`config.mk`:
```
export PLATFORM = sky130hd
export DESIGN_NAME = soc_mem_arbiter
export DESIGN_NICKNAME = d
export VERILOG_FILES = /design/src/rtl/soc_mem_arbiter.sv
export SDC_FILE = /design/constraint.sdc
export NUM_CORES = 1
export LEC_CHECK = 0
export ABC_AREA = 0
export BUFFER_PORTS_ARGS = -buffer_cell sky130_fd_sc_hd__clkbuf_2
export CAP_MARGIN = 0
export CELL_PAD_IN_SITES_DETAIL_PLACEMENT = 1
export CELL_PAD_IN_SITES_GLOBAL_PLACEMENT = 1
export CORE_MARGIN = 4
export CORE_UTILIZATION = 33
export CTS_CLUSTER_DIAMETER = 60
export DETAILED_ROUTE_END_ITERATION = 6
export GPL_TIMING_DRIVEN = 0
export PLACE_DENSITY_LB_ADDON = 0.1
export SETUP_SLACK_MARGIN = 0.15
export SKIP_CTS_REPAIR_TIMING = 1
export SLEW_MARGIN = 10
export SYNTH_ARGS = -nofsm -noshare
export SYNTH_HDL_FRONTEND = slang
export SYNTH_SLANG_ARGS = --single-unit
```
`constraint.sdc`:
```
create_clock -name clk -period 4.18 [get_ports clk]
set_clock_uncertainty 0.15 [all_clocks]
set_input_delay 0.836 -clock clk [delete_from_list [all_inputs] [get_ports clk]]
set_output_delay 0.836 -clock clk [all_outputs]
set_load 0.005 [all_outputs]
```
`src/rtl/soc_mem_arbiter.sv`:
```
// soc_mem_arbiter: shares one single-port synchronous memory between the fetch and data ports
module soc_mem_arbiter #(
  parameter int ADDR_W = 32,
  parameter int DATA_W = 32,
  parameter int MEM_LAT = 2,
  parameter int ARB_MODE = 0
) (
  input  logic              clk,
  input  logic              rst,
  input  logic              i_req,
  input  logic [ADDR_W-1:0] i_addr,
  output logic [DATA_W-1:0] i_rdata,
  output logic              i_ready,
  input  logic              d_req,
  input  logic              d_we,
  input  logic [ADDR_W-1:0] d_addr,
  input  logic [DATA_W-1:0] d_wdata,
  output logic [DATA_W-1:0] d_rdata,
  output logic              d_ready,
  output logic              mem_ce,
  output logic              mem_we,
  output logic [ADDR_W-1:0] mem_addr,
  output logic [DATA_W-1:0] mem_wdata,
  input  logic [DATA_W-1:0] mem_rdata
);
  localparam int CW = MEM_LAT > 1 ? $clog2(MEM_LAT) : 1;
  typedef enum logic [1:0] {IDLE, ACCESS, RESP} stateT;
  stateT state, nextState;
  logic [CW-1:0] cnt;
  logic [ADDR_W-1:0] addrR;
  logic [DATA_W-1:0] wdataR;
  logic weR, grantData, lastData, pickData, start;
  // round-robin favours whichever port was not granted last
  assign pickData = d_req && (!i_req || ARB_MODE == 0 || !lastData);
  assign start = state == IDLE && (i_req || d_req);
  always_ff @(posedge clk or posedge rst)
    if (rst) state <= IDLE;
    else state <= nextState;
  always_comb begin
    nextState = IDLE;
    if (start) nextState = ACCESS;
    else if (state == ACCESS) nextState = cnt == '0 ? RESP : ACCESS;
  end
  always_ff @(posedge clk or posedge rst)
    if (rst) begin
      cnt <= '0;
      addrR <= '0;
      wdataR <= '0;
      weR <= 1'b0;
      grantData <= 1'b0;
      lastData <= 1'b0;
      i_rdata <= '0;
      d_rdata <= '0;
    end else if (start) begin
      grantData <= pickData;
      lastData <= pickData;
      addrR <= pickData ? d_addr : i_addr;
      weR <= pickData && d_we;
      wdataR <= pickData ? d_wdata : '0;
      cnt <= CW'(MEM_LAT - 1);
    end else if (state == ACCESS) begin
      cnt <= cnt - 1'b1;
      if (cnt == '0 && !grantData) i_rdata <= mem_rdata;
      if (cnt == '0 && grantData && !weR) d_rdata <= mem_rdata;
    end
  assign mem_ce = state == ACCESS;
  assign mem_we = mem_ce && weR;
  assign mem_addr = mem_ce ? addrR : '0;
  assign mem_wdata = mem_ce ? wdataR : '0;
  assign i_ready = state == RESP && !grantData;
  assign d_ready = state == RESP && grantData;
endmodule

```
==> results.cfg <==
[run_status]
status = complete, no violations

[setup_path]
crit_fanout = 10
cp-start-kind = register
cpPeakStageDelay_ps = 390
crit_buf_inv = 4
cp-end-kind = primary output
required_ps = 3190
path_delay_family = buffers and inverters
crit_path_frequent_cell = clkbuf_1
cp_slowest_cell = dfrtp_1
crit_type = register to primary output
worstPathArrival_ps = 2210
crit_chain = nand2b_4 > inv_1 > clkbuf_1 > clkbuf_1 > and2_1 > clkbuf_2

[timing]
finalSetupViolCount = 0
relSlewSlack_pct = 52.86
slew_violations = 0
hold_slack_ps = 190.0
max_freq_ghz = 0.3132
fin_tns_setup_ps = 0
setup_ws_ps = 987.0
rsz0062_at_grt = no
period_needed_ps = 3193
finalCritPeriodShare_pct = 76.39
tightestPinTransition_ps = 701.8
timing.final.hold_violations = 0

[detailed_routing]
routedWlPerCell_um = 18.50
finalWirelength_um = 17190
ant_nets = 0
firstDrtPassIters = 4
first_iter_violations = 114
vias = 4325
routed_via_density = 4.656
drcViolationCount = 0

[logic_synthesis]
ys_ff_latch = 133
synth_warnings = 0
syn_inst = 405
synth-seq-area-share_pct = 56.81
avgSynthCellArea_um2 = 14.46
yosys.cell_types.count = 20
synth_nets = 538
syn_area_um2 = 5858

[place]
place_congestion = 0.7505
pre_cts_slack_ps = 1332
dp_hpwl_um = 13400
io_buffers = 263

[floorplan]
ios = 265
rows = 48
core_um2 = 17360
start_util_pct = 33.75
fp.dieArea_um2 = 19950
die_w_um = 141.2
die_y_um = 141.2

[clock_network]
clockRootBuffer = clkbuf_16
cts_tree = yes
clk_path_buf_depth = 2
numCtsBuffers = 17
htreeDepth = 4
clkTransAtPathRegs_ps = 60
clock_sinks = 133
clk_latency_ps = 400

[grt]
grt_pass1_wl_um = 27150
grt_pass1_vias = 4896
grt_usage_pct = 17.44
grt.overflow.total = 0
antenna_found_initial = 0
grt_max_degree = 37

[layout]
syn_to_final_growth_pct = 40.20
layout-drive-gt1-share_pct = 62.36
mostFrequentLayoutCells = clkbuf_2 (263), dfrtp_1 (133), mux2_2 (98)
antennaDiodeCount = 0
num-fill-cells = 1894
layout_commonest_cell = clkbuf_2
fin_nets = 824

[power_and_ir_drop]
power_leakage_nw = 4.178
irDropWorstVdd_uv = 321.9
p_per_area_nw_per_um2 = 790.6

[job]
cap_violations = 0

[worst_hold_path]
hold_class = input port to async pin
[synth_stat cells]
library cell	n	area, µm²
buf_2	6	30.03
and3b_2	1	10.01
mux2_2	98	1104
buf_12	3	60.06
clkbuf_1	19	71.32
a21o_1	1	7.510
xnor2_1	1	8.760
nand2b_4	1	13.76
nor3b_1	1	7.510
or4b_4	1	13.76
nor2_1	2	7.510
nand2_1	4	15.01
o21ai_1	1	5.000
and2_1	66	412.9
a22o_1	33	289.0
nor3_1	1	5.000
inv_1	2	7.510
dfrtp_1	133	3328
mux2_4	30	450.4
buf_6	1	11.26
[metrics by stage]
stage | area, µm² | power (mW) | utilization [%] | std cells
2_1_floorplan | 5862 | 3.708 | - | 405
3_3_place_gp | 7460 | 4.759 | 42.98 | 893
3_5_place_dp | 7540 | 4.883 | 43.44 | 897
4_1_cts | 8213 | 6.633 | 47.32 | 929
5_1_grt | 8213 | 6.939 | 47.32 | 929
6_report | 8213 | 6.493 | 47.32 | 929
[worst paths after layout]
check,endpoint,from,cells after the start,slack (ps)
min in group clk,wdataR[21]$_DFFE_PP0P_,wdataR[21]$_DFFE_PP0P_,1,340
max,mem_wdata[12],state[1]$_DFF_PP0_,6,990
max in group asynchronous,i_rdata[12]$_DFFE_PP0P_,rst,4,2990
min reg2reg,wdataR[21]$_DFFE_PP0P_,wdataR[21]$_DFFE_PP0P_,1,340
max reg2reg,i_rdata[8]$_DFFE_PP0P_,state[1]$_DFF_PP0_,4,2030
min,i_rdata[0]$_DFFE_PP0P_,rst,2,190
[routing by layer]
layer  GRT usage, %  routed length [µm]
met1          21.38                6937
met2          29.19                8596
met3          5.461                1379
met4          5.813                 275
met5              0                   0
[worst register-to-register path: cells and delay by family (launching register included)]
family	cells	cell delay, ps
simple gates	2	710
buf+inv	1	400
flops	1	390
mux	1	380
[final cells by class]
class	count	area, µm²	area share (%)
Tap cell	225	281.5	3.428
Sequential cell	133	3328	40.52
Clock buffer	20	446.7	5.439
Timing Repair Buffer	267	1396	17.00
Multi-Input combinational cell	241	2350	28.61
Buffer	29	172.7	2.102
Clock inverter	12	226.5	2.757
Inverter	2	11.26	0.1371
[sequential cells by signal (all words and copies together), names as in the netlist]
name	count
cnt	1
state	2
weR	1
addrR	32
wdataR	32
i_rdata	32
d_rdata	32
grantData	1
[kinds of logic (layout without fill, tap and decap cells)]
family,count (synthesis),count (layout),synth area share [%]
flip-flops,133,133,56.81
multiplexers,128,128,26.53
AND/OR/NAND/NOR,77,77,8.287
AO/OA/AOI/OAI,35,35,5.147
buffers and inverters,31,330,3.076
XOR/XNOR,1,1,0.1495
[report_power, final]
group	total [mW]	internal [mW]	switching [mW]
Combinational	2.52	1.42	1.09
Clock	1.70	1.14	0.565
Sequential	2.27	1.93	0.346
Total	6.49	4.49	2.00
No activity file was read; power rests on OpenSTA's default activity.
